File: src/rtl/controlador_display.sv
// Sequencer for the 4-bit code encoder and 7-segment decoder pair: captures up to four
// debounced digit entries and time-multiplexes them through the encoder onto a 4-digit display.
module controlador_display #(
    parameter int DEBOUNCE_CYCLES = 4,
    parameter int SCAN_CYCLES     = 8
) (
    input  logic       Clock,
    input  logic       Reset,
    input  logic [3:0] Input,
    input  logic       Ready,
    input  logic       Clear,
    input  logic [3:0] Encoded,
    output logic [3:0] EncInput,
    output logic       EncReady,
    output logic       EncReset,
    output logic [3:0] DispCode,
    output logic [3:0] Anode,
    output logic [2:0] Count,
    output logic       Full
);

    localparam int DEB_W  = $clog2(DEBOUNCE_CYCLES + 1);
    localparam int HOLD_W = $clog2(SCAN_CYCLES + 1);
    localparam logic [DEB_W-1:0]  DEB_LAST  = DEB_W'(DEBOUNCE_CYCLES - 1);
    localparam logic [HOLD_W-1:0] HOLD_LAST = HOLD_W'(SCAN_CYCLES - 1);

    typedef enum logic [1:0] {IDLE, LOAD, LATCH, HOLD} state_t;

    logic              sync1_q, sync1_d, sync2_q, sync2_d;
    logic              deb_level_q, deb_level_d, deb_prev_q, deb_prev_d;
    logic              capture_q, capture_d;
    logic [DEB_W-1:0]  deb_cnt_q, deb_cnt_d;
    state_t            state_q, state_d;
    logic [1:0]        slot_q, slot_d;
    logic [HOLD_W-1:0] hold_q, hold_d;
    logic [3:0]        digit_q [4];
    logic [3:0]        digit_d [4];
    logic [2:0]        count_q, count_d;
    logic              full_q, full_d;
    logic [3:0]        enc_input_q, enc_input_d;
    logic [3:0]        disp_code_q, disp_code_d;
    logic [3:0]        anode_q, anode_d;
    logic              enc_ready_q, enc_ready_d;
    logic              enc_reset_q, enc_reset_d;

    // Ready conditioning: synchronize, require a run of disagreeing cycles, then pulse on the rising level
    always_comb begin
        sync1_d     = Ready;
        sync2_d     = sync1_q;
        deb_cnt_d   = '0;
        deb_level_d = deb_level_q;
        if (sync2_q != deb_level_q) begin
            if (deb_cnt_q == DEB_LAST) begin
                deb_level_d = ~deb_level_q;
            end else begin
                deb_cnt_d = deb_cnt_q + 1'b1;
            end
        end
        deb_prev_d = deb_level_q;
        capture_d  = deb_level_q & ~deb_prev_q;
    end

    always_comb begin
        digit_d = digit_q;
        count_d = count_q;
        if (Clear) begin
            count_d = '0;
            for (int i = 0; i < 4; i++) digit_d[i] = '0;
        end else if (capture_q && count_q != 3'd4) begin
            digit_d[count_q[1:0]] = Input;
            count_d               = count_q + 3'd1;
        end
        full_d = (count_d == 3'd4);
    end

    // Scan FSM; the lit anode is decided when entering HOLD so a mid-slot capture shows on the next visit
    always_comb begin
        state_d     = state_q;
        slot_d      = slot_q;
        hold_d      = hold_q;
        enc_input_d = enc_input_q;
        disp_code_d = disp_code_q;
        anode_d     = anode_q;
        enc_ready_d = enc_ready_q;
        enc_reset_d = enc_reset_q;
        if (Clear || count_q == 3'd0) begin
            state_d     = IDLE;
            anode_d     = 4'b1111;
            enc_ready_d = 1'b1;
            enc_reset_d = 1'b0;
        end else begin
            case (state_q)
                IDLE: begin
                    state_d     = LOAD;
                    slot_d      = 2'd0;
                    enc_input_d = digit_q[0];
                    enc_ready_d = 1'b0;
                    enc_reset_d = 1'b1;
                    anode_d     = 4'b1111;
                end
                LOAD: state_d = LATCH;
                LATCH: begin
                    state_d     = HOLD;
                    hold_d      = '0;
                    disp_code_d = Encoded;
                    enc_ready_d = 1'b1;
                    enc_reset_d = 1'b0;
                    anode_d     = ({1'b0, slot_q} < count_q) ? ~(4'b0001 << slot_q) : 4'b1111;
                end
                HOLD: begin
                    if (hold_q == HOLD_LAST) begin
                        state_d     = LOAD;
                        slot_d      = slot_q + 2'd1;
                        enc_input_d = digit_q[slot_q + 2'd1];
                        enc_ready_d = 1'b0;
                        enc_reset_d = 1'b1;
                        anode_d     = 4'b1111;
                    end else begin
                        hold_d = hold_q + 1'b1;
                    end
                end
                default: state_d = IDLE;
            endcase
        end
    end

    always_ff @(posedge Clock) begin
        if (Reset) begin
            sync1_q     <= 1'b0;
            sync2_q     <= 1'b0;
            deb_level_q <= 1'b0;
            deb_prev_q  <= 1'b0;
            deb_cnt_q   <= '0;
            capture_q   <= 1'b0;
            for (int i = 0; i < 4; i++) digit_q[i] <= '0;
            count_q     <= '0;
            full_q      <= 1'b0;
            state_q     <= IDLE;
            slot_q      <= '0;
            hold_q      <= '0;
            enc_input_q <= '0;
            disp_code_q <= '0;
            anode_q     <= 4'b1111;
            enc_ready_q <= 1'b1;
            enc_reset_q <= 1'b0;
        end else begin
            sync1_q     <= sync1_d;
            sync2_q     <= sync2_d;
            deb_level_q <= deb_level_d;
            deb_prev_q  <= deb_prev_d;
            deb_cnt_q   <= deb_cnt_d;
            capture_q   <= capture_d;
            digit_q     <= digit_d;
            count_q     <= count_d;
            full_q      <= full_d;
            state_q     <= state_d;
            slot_q      <= slot_d;
            hold_q      <= hold_d;
            enc_input_q <= enc_input_d;
            disp_code_q <= disp_code_d;
            anode_q     <= anode_d;
            enc_ready_q <= enc_ready_d;
            enc_reset_q <= enc_reset_d;
        end
    end

    assign EncInput = enc_input_q;
    assign EncReady = enc_ready_q;
    assign EncReset = enc_reset_q;
    assign DispCode = disp_code_q;
    assign Anode    = anode_q;
    assign Count    = count_q;
    assign Full     = full_q;

endmodule

File: config.mk
export PLATFORM = sky130hd
export DESIGN_NAME = controlador_display
export DESIGN_NICKNAME = d
export VERILOG_FILES = /design/src/rtl/controlador_display.sv
export SDC_FILE = /design/constraint.sdc
export NUM_CORES = 1
export LEC_CHECK = 0
export BUFFER_PORTS_ARGS = -buffer_cell sky130_fd_sc_hd__buf_2
export CORE_MARGIN = 5
export CORE_UTILIZATION = 40
export CTS_CLUSTER_SIZE = 10
export DETAILED_ROUTE_END_ITERATION = 8
export GPL_ROUTABILITY_DRIVEN = 0
export PLACE_DENSITY = 0.66
export SETUP_SLACK_MARGIN = 0.05
export SYNTH_ARGS = -nofsm -noshare
export SYNTH_HDL_FRONTEND = slang
export SYNTH_SLANG_ARGS = --single-unit
export TNS_END_PERCENT = 20
File: constraint.sdc
create_clock -name Clock -period 2.2 [get_ports Clock]
set_input_delay 0.44 -clock Clock [delete_from_list [all_inputs] [get_ports Clock]]
set_output_delay 0.44 -clock Clock [all_outputs]
set_load 0.01 [all_outputs]
==> results of run 1 <==
## Yosys cell counts, types with 2 or more instances
master and n:
nor4b_1 4, or2_1 2, a211oi_1 2, nor3_1 2, nand2b_1 3, inv_1 10
mux2i_1 13, buf_2 6, nor3b_1 2, clkbuf_1 4, nand3_1 21, nand2_1 19
nor2b_1 7, dfxtp_1 50, o21ai_0 6, a21oi_1 21, ha_1 16, xnor2_1 2
a211oi_2 4, nor2_1 29, o21ai_1 5, a22oi_1 4
## cells by family after synthesis
logic type                 after synthesis  share of synthesized area [%]
buffers and inverters                   23                           4.40
muxes                                   13                           5.65
DFF                                     50                           43.5
adders and majority gates               16                           8.70
xor gates and xnor gates                 2                          0.761
and+or+nand+nor                         98                           22.2
AOI/OAI and AO/OA                       50                           14.8
## worst paths after layout
check        startpoint     endpoint  slack (ns)  depth (start not counted)
min               Ready      sync1_q        0.34                          2
min reg2reg  deb_prev_q    capture_q        0.38                          1
max reg2reg    Count[1]  EncInput[2]        0.28                          7
max            Count[1]  EncInput[2]        0.28                          7
## worst reg2reg max path, delay by kind of cell (launching register included)
family	cells	cell delay [ns]
compound gates	2	0.60
buf+inv	2	0.36
flops	1	0.41
fa+ha+maj	1	0.23
simple gates	2	0.25
## layout make-up
type / count / area (um2)
repair buffers: 39 / 220
clock inverters: 1 / 5.00
well taps: 72 / 90.1
fillers: 557 / 2900
inverters: 11 / 41.3
multi-input cells: 179 / 1200
flip-flops and latches: 50 / 1000
clock buffers: 7 / 86.3
## state kept, by name (all words and copies together), names as in the netlist
| name | count |
|---|---|
| deb_level_q | 1 |
| sync2_q | 1 |
| deb_prev_q | 1 |
| Full | 1 |
| digit_q | 16 |
| hold_q | 4 |
| Count | 3 |
| Anode | 4 |
| DispCode | 4 |
| sync1_q | 1 |
| state_q | 2 |
| EncReset | 1 |
| EncInput | 4 |
| EncReady | 1 |
| slot_q | 2 |
| capture_q | 1 |
| deb_cnt_q | 3 |
## per-layer routing
metal | wire, um | up-vias | GRT usage [%]
li1 | - | 941 | -
met1 | 2140 | 833 | 16.7
met2 | 2080 | 37 | 21.3
met3 | 277 | 6 | 4.51
met4 | 80 | 0 | 5.47
met5 | 0 | - | 0
## through the flow
stage / instance area (um2) / std cells / hold slack [ns] / setup WS [ns] / power, mW
after CTS: 2640 / 359 / 0.332 / 0.276 / 1.52
after detailed placement: 2550 / 351 / 0.376 / 0.300 / 0.964
final: 2640 / 359 / 0.343 / 0.279 / 1.50
after floorplan: 2300 / 252 / 0.367 / 0.351 / 0.942
after global placement: 2550 / 351 / 0.374 / 0.374 / 0.964
after global routing: 2640 / 359 / 0.328 / 0.0896 / 1.56
## cells in the final DEF, fill, tap and decap left out, types with 6 or more instances in the layout
cell type / count
nand2_1: 19
o21ai_0: 6
mux2i_1: 13
buf_2: 29
dfxtp_1: 50
ha_1: 16
buf_4: 10
inv_1: 10
nor2_1: 29
nand3_1: 21
clkbuf_8: 6
nor2b_1: 7
a21oi_1: 21
## report_power, final
group	leakage, nW	internal (mW)	switching [mW]
clock	0.0482	0.254	0.301
combinational	0.543	0.0124	0.0219
sequential	0.403	0.906	0.000914
==> flow_summary.yaml, run 1 <==
run_status:
  status: "finished clean"
floorplan:
  io_pins: 30
  initial_core_util_pct: 41.6
  rows: 27
  fp.dieH_um: 85.9
  core_um2: 5540
  die-area_um2: 7370
  die_w_um: 85.9
detailed_routing:
  wire_per_inst_um: 12.8
  drt_first_pass_iters: 4
  routed_wl_um: 4580
  ant_nets: 0
  via_per_inst: 5.06
  vias: 1817
  drc: 0
  drtIter0Drc: 90
critical_path:
  crit_path_max_fanout: 8
  required_ns: 2.43
  critPathTopFamily: "compound AO/OA/AOI/OAI gates"
  worstPathArrival_ns: 2.15
  crit_type: "reg2reg"
  end_kind: "flop"
  max_stage_delay_ns: 0.43
  crit_chain: "inv_1 -> ha_1 -> nor2b_1 -> a2111oi_4 -> buf_4 -> nor2_1 -> a211oi_2"
  worst-path-buf-inv: 2
  start_kind: "flop"
  cp_slowest_cell: "a2111oi_4"
timing:
  rsz0062_at_grt: "false"
  clock.fmax_mhz: 520
  layout_min_cycle_time_ns: 1.92
  slew_headroom_pct: 67.3
  worstMarginPinSlew_ns: 0.491
  setup_violations: 0
  fin_skew_ns: 0.00430
  final_max_slew_viol_count: 0
  hold_viol: 0
  period_share_pct: 87.3
  finalSetupTns_ns: 0
placement:
  hpwl_um: 3380
  port_buffers: 29
clock_network:
  cts-htree-levels: 2
  clk_pin_slew_ns: 0.09
  clk_latency_ns: 0.30
  cts_made_buffers: 5
  cts_max_path_buffers: 2
  post_cts_resized: 0
  cts.sinks: 50
  cts_tree: "yes"
  postCtsSetupBuffers: 0
  clock-root-buffer: "clkbuf_8"
  ctsHoldBuffers: 0
synthesis:
  synth-edff-count: 0
  synth-async-reset-ratio_pct: 0
  synthTopCellsByArea: "dfxtp_1 43%, ha_1 8.7%, mux2i_1 5.7%"
  synth-seq-cells: 50
  netlist.area_leader.share_pct: 43.5
  syn_area_per_cell_um2: 9.14
  syn-cell-area_um2: 2300
  yosys.area.top_type: "dfxtp_1"
  ys_seq_area_share_pct: 43.5
  ys.warnings.count: 0
  synth_ff_type: "dfxtp_1"
  synth_cells: 252
  yosys.cell_types.count: 42
  synthesis.nets: 280
cells_and_area:
  nets: 314
  antenna_cells: 0
  drive_above_1_share_pct: 18.8
  finalCoreUtilization_pct: 47.7
  synthToLayoutAreaGrowth_pct: 14.8
global_route:
  grt-ovfl-total: 0
  grtUsageTotal_pct: 13.5
  antenna_found_initial: 0
  grt_pass1_wl_um: 7870
  grt_max_degree: 20
  first_global_vias: 1728
power:
  p_leak_nw: 0.995
  power_density_nw_per_um2: 566
  ir_drop_mv: 0.318
run:
  maxCapViolCount: 0
min_path:
  hp-class: "in2reg"
No activity file was read; power rests on OpenSTA's default activity.
==> run 2: changes to the inputs <==
--- a/config.mk
+++ b/config.mk
@@ -11,6 +11,7 @@
 export CTS_CLUSTER_SIZE = 10
 export DETAILED_ROUTE_END_ITERATION = 8
 export GPL_ROUTABILITY_DRIVEN = 0
+export GPL_TIMING_DRIVEN = 0
 export PLACE_DENSITY = 0.66
 export SETUP_SLACK_MARGIN = 0.05
 export SYNTH_ARGS = -nofsm -noshare
==> run 2 against run 1 <==
Via count down 1.2%. Non-clock buffer count rose by 2. Clock-buffer cell count down 2. Register-to-register slack worse by 0.08 ns. Power is 1.2% lower. Combinational power is 2% higher. Clock power down 3%. Global-route usage shrank 0.31 points. Die area unchanged. Cell count is 0.56% higher. Highest routed layer unchanged.
==> flow_summary.yaml, run 2 (synthesis results as in run 1) <==
floorplan:
  die_w_um: 85.9
  fp.dieH_um: 85.9
  io_pins: 30
  initial_core_util_pct: 41.6
  die-area_um2: 7370
  core_um2: 5540
  rows: 27
cells_and_area:
  antenna_cells: 0
  finalCoreUtilization_pct: 47.4
  nets: 316
  drive_above_1_share_pct: 18.0
  layout_commonest_cell: "dfxtp_1"
  regMostFlops: "digit_q"
  largest_reg_flops: 16
  layout_common_cells: "50 x dfxtp_1, 35 x buf_2, 29 x nor2_1, 21 x nand3_1, 21 x a21oi_1"
  synthToLayoutAreaGrowth_pct: 14.1
  fillCellCount: 547
clock_network:
  cts_tree: "yes"
  postCtsSetupBuffers: 0
  cts.sinks: 50
  cts_made_buffers: 5
  clk_latency_ns: 0.31
  cts_max_path_buffers: 2
  clock-root-buffer: "clkbuf_8"
  clk_pin_slew_ns: 0.09
  cts-htree-levels: 2
detailed_routing:
  drt_first_pass_iters: 4
  vias: 1795
  drc: 0
  routed_wl_um: 4530
  via_per_inst: 4.97
  drtIter0Drc: 100
  ant_nets: 0
  wire_per_inst_um: 12.5
global_route:
  antenna_found_initial: 0
  grt_max_degree: 17
  grt_pass1_wl_um: 7880
  grt-ovfl-total: 0
  grtUsageTotal_pct: 13.1
  first_global_vias: 1685
power:
  ir_drop_mv: 0.246
  p_leak_nw: 0.979
  finalPower_mw: 1.48
  power_density_nw_per_um2: 563
timing:
  fin_skew_ns: 0.0113
  finalSetupTns_ns: 0
  slew_headroom_pct: 58.1
  hold_viol: 0
  worstMarginPinSlew_ns: 0.628
  rsz0062_at_grt: "true"
  period_share_pct: 91.2
  final_max_slew_viol_count: 0
  layout_min_cycle_time_ns: 2.01
  whs_ns: 0.339
  clock.fmax_mhz: 499
  setup_violations: 0
critical_path:
  end_kind: "flop"
  cp.depth: 7
  critPathTopFamily: "simple AND/OR/NAND/NOR gates"
  worst-path-buf-inv: 2
  cp_slowest_cell: "dfxtp_1"
  reg2reg_depth: 7
  crit_chain: "inv_1 -> ha_1 -> nor2b_1 -> buf_2 -> nor3b_4 -> mux2i_1 -> nor2_1"
  max_stage_delay_ns: 0.47
  crit_path_max_fanout: 10
  worstPathArrival_ns: 2.19
  required_ns: 2.38
  crit_type: "reg2reg"
  start_kind: "flop"
min_path:
  hp-class: "in2reg"
  hold-path-cell-count: 2
placement:
  hpwl_um: 3400
  port_buffers: 29
run_status:
  status: "finished clean"
run:
  maxCapViolCount: 0
==> run 2: layer usage <==
layer / track usage (%) / share of wire (%) / vias up
met5: 0 / 0 / -
li1: - / - / 946
met2: 20.5 / 44 / 24
met4: 4.32 / 1.4 / 0
met1: 17.6 / 50 / 820
met3: 3.46 / 4.0 / 5
==> run 2: layout make-up <==
class	count	area (um2)	area share, %
plain buffers	12	60.1	2.29
repair buffers	29	145	5.52
clock buffers	5	68.8	2.62
inverters	11	41.3	1.57
well taps	72	90.1	3.43
clock inverters	3	21.3	0.810
flip-flops and latches	50	1000	38.1
multi-input cells	179	1200	45.7
==> run 2: stage by stage <==
stage / setup slack [ns] / cell area [um2] / cells
after global placement: 0.154 / 2540 / 353
final: 0.194 / 2630 / 361
after global routing: 0.0167 / 2630 / 361
after CTS: 0.150 / 2630 / 361
after detailed placement: 0.173 / 2540 / 353
after floorplan: 0.351 / 2300 / 252
==> run 2: repair_timing <==
action                     4_1_cts  5_1_grt
hold buffers                     0        0
setup endpoints to repair        0        7
resized for setup                0        1
==> run 2: worst paths after layout <==
kind | startpoint | end | slack [ns]
setup / recovery | Count[0] | DispCode[0] | 0.19
hold / removal | Ready | sync1_q | 0.34
setup reg to reg | Count[0] | DispCode[0] | 0.19
hold reg to reg | deb_prev_q | capture_q | 0.40
==> run 2: power by group <==
group          internal, mW  switching (mW)  leakage, nW
registers             0.906        0.000883        0.403
logic                0.0118          0.0233        0.531
clock network         0.224           0.313       0.0441
==> run 3: changes to the inputs <==
--- a/config.mk
+++ b/config.mk
@@ -6,7 +6,6 @@
 export NUM_CORES = 1
 export LEC_CHECK = 0
 export BUFFER_PORTS_ARGS = -buffer_cell sky130_fd_sc_hd__buf_2
-export CORE_MARGIN = 5
 export CORE_UTILIZATION = 40
 export CTS_CLUSTER_SIZE = 10
 export DETAILED_ROUTE_END_ITERATION = 8
==> run 3 against run 2 <==
Final area up 0.33%. First-iteration DRC count down 29%. Global-route usage up 2.7 points. Flip-flop and latch count unchanged. Clock power up 5.8%. Highest routed layer unchanged. Combinational power about the same. Largest cell class unchanged. Routed wire length down 2.6%. Register-to-register slack better by 0.02 ns. Cell count unchanged.
==> flow_summary.yaml, run 3 (synthesis results as in run 1) <==
timing:
  clock.fmax_mhz: 504
  period_share_pct: 90.3
  slew_headroom_pct: 59.3
  whs_ns: 0.329
  hold_viol: 0
  setup_violations: 0
  worstMarginPinSlew_ns: 0.611
  fin_skew_ns: 0.0129
  finalSetupTns_ns: 0
  final_max_slew_viol_count: 0
  fin_ws_ns: 0.214
  rsz0062_at_grt: "true"
  layout_min_cycle_time_ns: 1.99
critical_path:
  reg2reg_slack_ns: 0.21
  crit_type: "reg2reg"
  max_stage_delay_ns: 0.40
  cp_slowest_cell: "dfxtp_1"
  critPathTopFamily: "buffers and inverters"
  reg2reg_depth: 8
  endpoint: "EncInput[2]"
  worstPathArrival_ns: 2.17
  crit_path_start: "slot_q[0]"
  worst-path-buf-inv: 3
  r2r_start: "slot_q[0]"
  crit_chain: "clkbuf_4 -> inv_2 -> ha_1 -> buf_2 -> mux2i_1 -> o21ai_0 -> a22oi_1 -> a211oi_2"
  crit_path_max_fanout: 10
  r2r-end: "EncInput[2]"
  end_kind: "flop"
  required_ns: 2.39
  cp.depth: 8
  start_kind: "flop"
global_route:
  grtUsageTotal_pct: 15.8
  grt_pass1_wl_um: 7530
  grt_max_degree: 19
  grt-ovfl-total: 0
  antenna_found_initial: 0
  first_global_vias: 1635
power:
  power_density_nw_per_um2: 573
  p_leak_nw: 0.983
  ir_drop_mv: 0.352
  finalPower_mw: 1.51
detailed_routing:
  drc: 0
  routed_wl_um: 4410
  vias: 1799
  via_per_inst: 4.98
  drt_first_pass_iters: 4
  wire_per_inst_um: 12.2
  ant_nets: 0
  drtIter0Drc: 71
run_status:
  status: "finished clean"
clock_network:
  clock-root-buffer: "clkbuf_8"
  cts_max_path_buffers: 2
  cts-htree-levels: 2
  cts_tree: "yes"
  ctsHoldBuffers: 0
  clk_pin_slew_ns: 0.10
  cts.sinks: 50
  cts_made_buffers: 5
  clk_latency_ns: 0.31
placement:
  port_buffers: 29
  place_inst: 353
  hpwl_um: 3290
  placedInstanceArea_um2: 2540
  post-place-ws_ns: 0.155
min_path:
  hp-class: "in2reg"
floorplan:
  io_pins: 30
  initial_core_util_pct: 41.6
  die-area_um2: 6060
  die_w_um: 77.9
  rows: 27
  fp.dieH_um: 77.9
  core_um2: 5540
cells_and_area:
  fillCellCount: 556
  synthToLayoutAreaGrowth_pct: 14.5
  drive_above_1_share_pct: 18.3
  largest_reg_flops: 16
  layout_commonest_cell: "dfxtp_1"
  regMostFlops: "digit_q"
  finalInstanceArea_um2: 2640
  nets: 316
  finalCoreUtilization_pct: 47.6
  fin_cells: 361
  layout_common_cells: "49 x dfxtp_1, 34 x buf_2, 29 x nor2_1, 21 x nand3_1, 21 x a21oi_1"
  antenna_cells: 0
run:
  maxCapViolCount: 0
-- run 3: worst min path at each step --
| stage | endpoint | cells after the start | startpoint | slack [ns] |
|---|---|---|---|---|
| floorplan | capture_q | 1 | deb_prev_q | 0.37 |
| global placement | capture_q | 1 | deb_prev_q | 0.37 |
| detailed placement | capture_q | 1 | deb_prev_q | 0.38 |
| CTS | sync1_q | 2 | Ready | 0.32 |
| global route | sync1_q | 2 | Ready | 0.34 |
| finish | sync1_q | 2 | Ready | 0.33 |
-- run 3: per-layer routing --
metal | wire length (um) | GRT usage (%)
met5 | 0 | 0
met4 | 60 | 5.47
met1 | 2230 | 20.6
met3 | 145 | 4.12
met2 | 1970 | 25.3
-- run 3: power by group --
group / switching (mW) / internal (mW)
logic: 0.0230 / 0.0118
clock network: 0.333 / 0.235
registers: 0.000878 / 0.907
-- run 3: area by class of cell --
type,instances,area [um2],area share [%]
Timing Repair Buffer,29,145,5.51
Buffer,12,62.6,2.37
Inverter,11,41.3,1.57
Clock buffer,5,68.8,2.61
Clock inverter,3,26.3,0.997
Sequential cell,50,1000,38.0
Tap cell,72,90.1,3.42
Multi-Input combinational cell,179,1200,45.5
-- run 3: what timing repair did --
item                                    in CTS  in global routing
endpoints found under the setup margin       0                  6
buffers inserted                             0                  0
gates resized for setup                      0                  3
